[config.mk]
export PLATFORM = sky130hd
export DESIGN_NAME = vga_display
export DESIGN_NICKNAME = d
export VERILOG_FILES = /design/src/rtl/vga_pkg.sv /design/src/rtl/vga_timing.sv /design/src/rtl/vga_display.sv
export SDC_FILE = /design/constraint.sdc
export NUM_CORES = 1
export LEC_CHECK = 0
export BUFFER_PORTS_ARGS = -buffer_cell sky130_fd_sc_hd__buf_2
export CAP_MARGIN = 20
export CORE_UTILIZATION = 55
export CTS_CLUSTER_SIZE = 16
export DETAILED_ROUTE_END_ITERATION = 10
export PLACE_DENSITY = 0.74
export SYNTH_ARGS = -nofsm -noshare
export SYNTH_HDL_FRONTEND = slang
export SYNTH_SLANG_ARGS = --single-unit
[constraint.sdc]
create_clock -name CLK_100M -period 2.8 [get_ports CLK_100M]
set_input_delay 0.7 -clock CLK_100M [delete_from_list [all_inputs] [get_ports CLK_100M]]
set_output_delay 0.7 -clock CLK_100M [all_outputs]
set_load 0.01 [all_outputs]
[src/rtl/vga_pkg.sv]
// Shared VGA 640x480@60 timing constants, derived totals and colour-bar table.
// Latency: n/a (constants only).
// Backpressure: n/a.
package vga_pkg;

    localparam int H_VISIBLE = 640;
    localparam int H_FRONT   = 16;
    localparam int H_SYNC    = 96;
    localparam int H_BACK    = 48;
    localparam int V_VISIBLE = 480;
    localparam int V_FRONT   = 10;
    localparam int V_SYNC    = 2;
    localparam int V_BACK    = 33;
    localparam int CLK_DIV   = 4;

    localparam int H_TOTAL      = H_VISIBLE + H_FRONT + H_SYNC + H_BACK;
    localparam int V_TOTAL      = V_VISIBLE + V_FRONT + V_SYNC + V_BACK;
    localparam int H_SYNC_START = H_VISIBLE + H_FRONT;
    localparam int H_SYNC_END   = H_SYNC_START + H_SYNC - 1;
    localparam int V_SYNC_START = V_VISIBLE + V_FRONT;
    localparam int V_SYNC_END   = V_SYNC_START + V_SYNC - 1;

    typedef struct packed {
        logic [2:0] r;
        logic [2:0] g;
        logic [1:0] b;
    } rgb_t;

    // RGB332 per bar, element 0 is the leftmost (white) bar.
    localparam logic [7:0][7:0] BAR_RGB = {
        8'h00, 8'h03, 8'hE0, 8'hE3, 8'h1C, 8'h1F, 8'hFC, 8'hFF
    };

endpackage

[src/rtl/vga_timing.sv]
// Pixel-enable divider, h/v counters and combinational sync/active decode.
// Latency: decode is combinational from the current counter values.
// Backpressure: none; free-running from reset release.
module vga_timing #(
    parameter int H_VISIBLE = vga_pkg::H_VISIBLE,
    parameter int H_FRONT   = vga_pkg::H_FRONT,
    parameter int H_SYNC    = vga_pkg::H_SYNC,
    parameter int H_BACK    = vga_pkg::H_BACK,
    parameter int V_VISIBLE = vga_pkg::V_VISIBLE,
    parameter int V_FRONT   = vga_pkg::V_FRONT,
    parameter int V_SYNC    = vga_pkg::V_SYNC,
    parameter int V_BACK    = vga_pkg::V_BACK,
    parameter int CLK_DIV   = vga_pkg::CLK_DIV
) (
    input  logic       clk,
    input  logic       rst_n,
    output logic [9:0] hcount,
    output logic       hsync_n,
    output logic       vsync_n,
    output logic       active
);
    import vga_pkg::*;

    localparam int DIV_W = $clog2(CLK_DIV);

    localparam logic [DIV_W-1:0] DIV_LAST = DIV_W'(CLK_DIV - 1);
    localparam logic [9:0] H_LAST   = 10'(H_VISIBLE + H_FRONT + H_SYNC + H_BACK - 1);
    localparam logic [9:0] V_LAST   = 10'(V_VISIBLE + V_FRONT + V_SYNC + V_BACK - 1);
    localparam logic [9:0] HS_FIRST = 10'(H_VISIBLE + H_FRONT);
    localparam logic [9:0] HS_LAST  = 10'(H_VISIBLE + H_FRONT + H_SYNC - 1);
    localparam logic [9:0] VS_FIRST = 10'(V_VISIBLE + V_FRONT);
    localparam logic [9:0] VS_LAST  = 10'(V_VISIBLE + V_FRONT + V_SYNC - 1);
    localparam logic [9:0] H_ACT    = 10'(H_VISIBLE);
    localparam logic [9:0] V_ACT    = 10'(V_VISIBLE);

    logic [DIV_W-1:0] div;
    logic [9:0]       vcount;
    logic             pix_en;

    assign pix_en = (div == DIV_LAST);

    always_ff @(posedge clk or negedge rst_n) begin
        if (!rst_n) begin
            div    <= '0;
            hcount <= '0;
            vcount <= '0;
        end else begin
            div <= (div == DIV_LAST) ? '0 : div + 1'b1;
            if (pix_en) begin
                if (hcount == H_LAST) begin
                    hcount <= '0;
                    vcount <= (vcount == V_LAST) ? '0 : vcount + 10'd1;
                end else begin
                    hcount <= hcount + 10'd1;
                end
            end
        end
    end

    assign hsync_n = !((hcount >= HS_FIRST) && (hcount <= HS_LAST));
    assign vsync_n = !((vcount >= VS_FIRST) && (vcount <= VS_LAST));
    assign active  = (hcount < H_ACT) && (vcount < V_ACT);

endmodule

[src/rtl/vga_display.sv]
// VGA 640x480@60 colour-bar generator: timing, bar decode, registered pin drivers.
// Latency: all pins one system clock behind the counters, sync and colour aligned.
// Backpressure: none; free-running source straight to the connector.
module vga_display #(
    parameter int H_VISIBLE = vga_pkg::H_VISIBLE,
    parameter int H_FRONT   = vga_pkg::H_FRONT,
    parameter int H_SYNC    = vga_pkg::H_SYNC,
    parameter int H_BACK    = vga_pkg::H_BACK,
    parameter int V_VISIBLE = vga_pkg::V_VISIBLE,
    parameter int V_FRONT   = vga_pkg::V_FRONT,
    parameter int V_SYNC    = vga_pkg::V_SYNC,
    parameter int V_BACK    = vga_pkg::V_BACK,
    parameter int CLK_DIV   = vga_pkg::CLK_DIV
) (
    input  logic       CLK_100M,
    input  logic       RST_N,
    output logic       hsync_pin,
    output logic       vsync_pin,
    output logic [2:0] red,
    output logic [2:0] green,
    output logic [2:1] blue
);
    import vga_pkg::*;

    localparam int BAR_W = H_VISIBLE / 8;

    logic [9:0] hcount;
    logic       hsync_n;
    logic       vsync_n;
    logic       active;
    logic [2:0] bar;
    rgb_t       pix_rgb;

    vga_timing #(
        .H_VISIBLE (H_VISIBLE),
        .H_FRONT   (H_FRONT),
        .H_SYNC    (H_SYNC),
        .H_BACK    (H_BACK),
        .V_VISIBLE (V_VISIBLE),
        .V_FRONT   (V_FRONT),
        .V_SYNC    (V_SYNC),
        .V_BACK    (V_BACK),
        .CLK_DIV   (CLK_DIV)
    ) u_timing (
        .clk     (CLK_100M),
        .rst_n   (RST_N),
        .hcount  (hcount),
        .hsync_n (hsync_n),
        .vsync_n (vsync_n),
        .active  (active)
    );

    // Bar index from a comparator ladder on the bar boundaries.
    always_comb begin
        bar = 3'd0;
        for (int i = 1; i < 8; i++) begin
            if (hcount >= 10'(BAR_W * i)) begin
                bar = 3'(i);
            end
        end
    end

    always_comb begin
        pix_rgb = '0;
        if (active) begin
            pix_rgb = rgb_t'(BAR_RGB[bar]);
        end
    end

    always_ff @(posedge CLK_100M or negedge RST_N) begin
        if (!RST_N) begin
            hsync_pin <= 1'b1;
            vsync_pin <= 1'b1;
            red       <= '0;
            green     <= '0;
            blue      <= '0;
        end else begin
            hsync_pin <= hsync_n;
            vsync_pin <= vsync_n;
            red       <= pix_rgb.r;
            green     <= pix_rgb.g;
            blue      <= pix_rgb.b;
        end
    end

endmodule

* After elaboration in Yosys (flattened, before gate mapping)
Memories as Yosys holds them, arrays and structs flattened.
Cells that the tools add are included.
W data, S select, Z words.
** Storage, ports and cells
- Flip-flop bits (word level) :: 32
- ROM bits :: 64
- Input port bits :: 2
- Output and inout port bits :: 10
- Word-level logic and storage cells :: 47
- Memories :: 1
** Memories
- (name not given) :: words 8, width 8, rd ports 1, clocked after Yosys merged registers in 0, wr ports 0, RTL line vga_display.sv:66 : pix_rgb = rgb_t'(BAR_RGB[bar]);
** Cells by class
- Add/subtract/negate cells :: 3
- Magnitude comparators :: 14
- Equal/unequal tests :: 3
- Multiplexer cells :: 12
- Reduce and logical (&&, ||, !) cells :: 6
** Operator list (number)
- $ge A10 B9 Y1 const B :: 4
- $add A10 B1 Y10 const B :: 2
- $eq A10 B10 Y1 const B :: 2
- $ge A10 B10 Y1 const B :: 2
- $ge A10 B8 Y1 const B :: 2
- $mux W10 :: 2
- $mux W8 :: 2
- $mux W3 :: 5
- $ge A10 B7 Y1 const B :: 1
- $le A10 B10 Y1 const B :: 1
- $le A10 B9 Y1 const B :: 1
- $lt A10 B10 Y1 const B :: 1
- $lt A10 B9 Y1 const B :: 1
- $lt A3 B4 Y1 const B :: 1
- $mux W2 :: 2
- $logic_and A1 B1 Y1 :: 3
- $add A2 B1 Y2 const B :: 1
- $eq A2 B2 Y1 const B :: 1
- $logic_not A1 Y1 :: 2
- $reduce_and A2 Y1 :: 1
- $mux W1 :: 1

* Depth between registers and ports, before layout
- Depth in word-level cells :: 11
- Depth in mapped cells :: 7
- Depth with buffers taken out :: 6

* Hierarchy
A second synthesis with hierarchy kept.
** Unflattened totals
- Cell total of the unflattened synthesis :: 149
- Area total of the unflattened synthesis :: 1478.9 sq um
** Modules (own cells, without submodules)
- vga_timing :: instances 1, cells each 121, area each 1197.4 sq um, sequential area each 550.5 sq um
- vga_display :: instances 1, cells each 28, area each 281.5 sq um, sequential area each 127.6 sq um

* Least setup slack after synthesis
Ideal clock, no wire load.
- Path type :: reg2reg
- Start :: register u_timing.div[0]
- End :: register u_timing.vcount[3]
- Library setup time :: 0.083 ns
- Arrival time :: 1.565 ns
- Required time :: 2.717 ns
- Path slack :: 1.152 ns
- Cell stages (with the launch flop) :: 7
- Path buffers :: 1
- Clock period less this slack :: 1.648 ns
- Cells stage by stage :: dfrtp_1 -> ha_1 -> clkbuf_1 -> nand2_1 -> or3_4 -> or3_1 -> o21ai_0
** Between the ends
- Longest elaborated chain between the ends :: 2
** RTL lines
- start: declaration :: RTL line vga_timing.sv:36 : logic [DIV_W-1:0] div;
- start signal: assignment :: RTL line vga_timing.sv:48 : div <= (div == DIV_LAST) ? '0 : div + 1'b1;
- $eq A2 B2 Y1 :: RTL line vga_timing.sv:40 : assign pix_en = (div == DIV_LAST);
- $reduce_and A2 Y1 (no source line)
- end signal: assignment :: RTL line vga_timing.sv:52 : vcount <= (vcount == V_LAST) ? '0 : vcount + 10'd1;
- end: declaration :: RTL line vga_timing.sv:37 : logic [9:0] vcount;
No other way between the ends.
A chain may end at the register's enable or synchronous reset.

* Worst setup path after layout
- Start :: register u_timing.hcount[7]
- End :: register u_timing.vcount[4]
** Between the ends
- Longest elaborated chain between the ends :: 2
** RTL lines
- start: declaration :: RTL line vga_timing.sv:17 : output logic [9:0] hcount,
- start signal: assignment :: RTL line vga_timing.sv:54 : hcount <= hcount + 10'd1;
- $eq A10 B10 Y1 :: RTL line vga_timing.sv:50 : if (hcount == H_LAST) begin
- $reduce_and A2 Y1 (no source line)
No other way between the ends.

==> summary.md <==
| Metric | Value |
|---|---|
| Clock slew at reported path FFs | `0.15 ns` |
| CP Class | `reg -> reg` |
| Avg Cell Area, Syn | `10.3 um2` |
| Top cells by area, synth | `dfrtp_1, ha_1, dfstp_2` |
| Core area | `0.00248 mm2` |
| First-pass GRT wire length | `4.46 mm` |
| Worst rel slew slack | `0.609` |
| Setup Buffers After CTS | `0` |
| DRT iter0 DRCs | `21` |
| Sw Share | `0.225` |
| Total gr overflow | `0` |
| H-tree depth | `1` |
| Register area | `678 um2` |
| Status | `completed` |
| Post-Route WL | `2.57 mm` |
| Psw | `130 uW` |
| Period utilization | `0.685` |
| Cell Count, Final, Fillers Out | `176` |
| Area of the multi-input gates | `674 um2` |
| RePlAce Congestion | `0.803` |
| Worst min-delay path class | `in -> async` |
| Largest stage delay on the critical path | `0.55 ns` |
| Yosys cell types | `44` |
| Maximum vdd ir drop | `0.303 mV` |
| Sequential-to-total area share from yosys stat | `0.467` |
| Clock Skew | `0.00297 ns` |
| Pin count of the biggest net entering global routing | `28` |
| Leak Pwr | `0.635 nW` |
| Fin crit period | `1.92 ns` |
| Top Ports | `12` |
| Worst skew pair latency | `0.33 ns` |
| RSZ-0062 raised after global routing | `no` |
| Vias in the first global route | `985` |
| Crit-path cells | `nand4bb_4 -> nor3_2 -> nand4_1 -> mux2_2` |
| Area delta synth->final | `3.97%` |
| Placed wire-length estimate | `1.83 mm` |
| Worst slew pin tran | `0.586 ns` |
| Area leader, netlist | `dfrtp_1` |
| IO Port Bufs | `11` |
| Deepest clock path buffer count | `2` |
| Clock root buffer | `clkbuf_4` |
| Mapped Area | `0.00145 mm2` |
| Int Power | `446 uW` |
| Slowest CP cell | `dfrtp_1` |
| Final setup fails | `0` |
| Initial antenna violation count | `0` |
| Number of enable flip-flop cells after synthesis | `0` |
| CTS buffer count | `3` |
| CTS Hold Buffers Added | `0` |
| CTS tree | `done` |
| Max-cap violations | `0` |
| Synth top area share | `0.431` |
| DRT antenna net count | `0` |
| Placed Cells | `172` |
| Worst Path Max Fanout | `13` |
| Clock sinks | `27` |
| Chip width | `53.4 um` |
| Synth cell count leaders | `dfrtp_1, nor2_1, nand3_1, inv_1, nand2_1` |
| Worst setup EP type | `flip-flop` |
| Diode count | `0` |
| Vias per std cell | `5.88` |
| Syn Nets | `148` |
| Drt drc | `0` |
| Layout cells sized above 1 | `0.171` |
| Seq pwr share | `0.679` |
| Post-Route Setup TNS | `0 ns` |
| Nets | `154` |
| Synth warn | `0` |
| GRT Util Overall | `0.220` |
| Clock power share | `0.308` |
| Die Ht | `53.4 um` |
| WP data required | `3.04 ns` |
| Via count | `1035` |
| Initial Utilization | `0.586` |
| Total Power | `575 uW` |
| First drt pass iteration count | `4` |
| PD cells | `381 mW/mm2` |
| Most frequent cell after synthesis | `dfrtp_1` |
| Seq cells post-synth | `27` |
| Die area | `0.00285 mm2` |
| Row count | `18` |
| PostCTS Resize Cnt | `0` |
| Hold Violations, Final | `0` |
| Worst r2r path cells | `4` |
| Final-layout fill cell count | `215` |
| Async SR Flop Fraction | `1.00` |
| Worst EP arrival | `2.16 ns` |
| CP Launch Type | `flip-flop` |
| Most used DFF post-synth | `dfrtp_1` |
| Combinational share of power | `0.013` |
| Highest clock rate | `0.521 GHz` |
| Post-Syn Instances | `141` |
| DR WL/cell | `14.6 um` |
| Final Slew Violations | `0` |
==> power by group through the flow <==
stage / clock network [mW] / registers, mW / logic [mW]
floorplan: 0 / 0.397 / 0.000000291
global placement: 0 / 0.397 / 0.00812
detailed placement: 0 / 0.397 / 0.00820
CTS: 0.180 / 0.390 / 0.00822
global route: 0.196 / 0.390 / 0.00943
finish: 0.177 / 0.390 / 0.00759
==> cell type report <==
class                           count  area share
Multi-Input combinational cell     96       0.447
Clock inverter                      1     0.00498
Timing Repair Buffer               12      0.0415
Tap cell                           30      0.0249
Inverter                            7      0.0174
Sequential cell                    27       0.449
Clock buffer                        3      0.0149
==> worst max-delay path, delay by kind of cell, from the launching register on <==
family	cells	cell delay, ns
muxes	1	0.29
and+or+nand+nor	3	0.98
DFF	1	0.55
==> per-stage QoR <==
step | setup WS [ns] | area (um2) | hold slack [ns] | util
after floorplan | 1.15 | 1450 | 0.403 | -
after global placement | 0.984 | 1480 | 0.414 | 0.597
after detailed placement | 0.925 | 1480 | 0.429 | 0.597
after CTS | 0.907 | 1510 | 0.351 | 0.609
after global routing | 0.798 | 1510 | 0.369 | 0.609
final | 0.882 | 1510 | 0.338 | 0.609
==> cell usage in the layout, fill, tap and decap left out, types with 5 or more instances in the layout <==
cell type	netlist	routed
nand3_1	10	10
nor2_1	11	11
inv_1	7	7
o21ai_0	6	6
buf_2	1	11
nand2_1	7	7
xnor2_1	6	6
ha_1	5	5
dfrtp_1	25	25
==> logic make-up (layout without fill, tap and decap cells) <==
family / count (synthesis) / count (layout) / share of synthesized area
AND/OR/NAND/NOR: 54 / 54 / 0.229
flip-flops: 27 / 27 / 0.467
AO/OA/AOI/OAI: 25 / 25 / 0.117
buffers and inverters: 18 / 23 / 0.0681
XOR/XNOR: 10 / 10 / 0.0603
adder cells (fa/ha/maj): 6 / 6 / 0.0500
multiplexers: 1 / 1 / 0.00776
==> registers in the layout, indices dropped and copies added (netlist names) <==
name             flops
hsync_pin            1
blue                 1
red                  1
u_timing.vcount     10
u_timing.hcount     10
vsync_pin            1
green                1
u_timing.div         2
==> layer usage <==
layer	global-route usage	part of all wire	up-vias
met2	0.344	0.45	20
li1	-	-	510
met1	0.298	0.50	500
met5	0	0	-
met4	0.105	0.019	0
met3	0.0259	0.031	5
==> path summary, 6_finish.rpt <==
path | startpoint | endpoint | slack [ns]
max | u_timing.hcount[7] | u_timing.vcount[4] | 0.88
min | RST_N | u_timing.vcount[6] | 0.34
max reg2reg | u_timing.hcount[7] | u_timing.vcount[4] | 0.88
min reg2reg | u_timing.div[0] | u_timing.div[0] | 0.44
max in group asynchronous | RST_N | hsync_pin | 2.08
min in group CLK_100M | u_timing.div[0] | u_timing.div[0] | 0.44
Note: power is estimated with default switching activity, not from simulation.
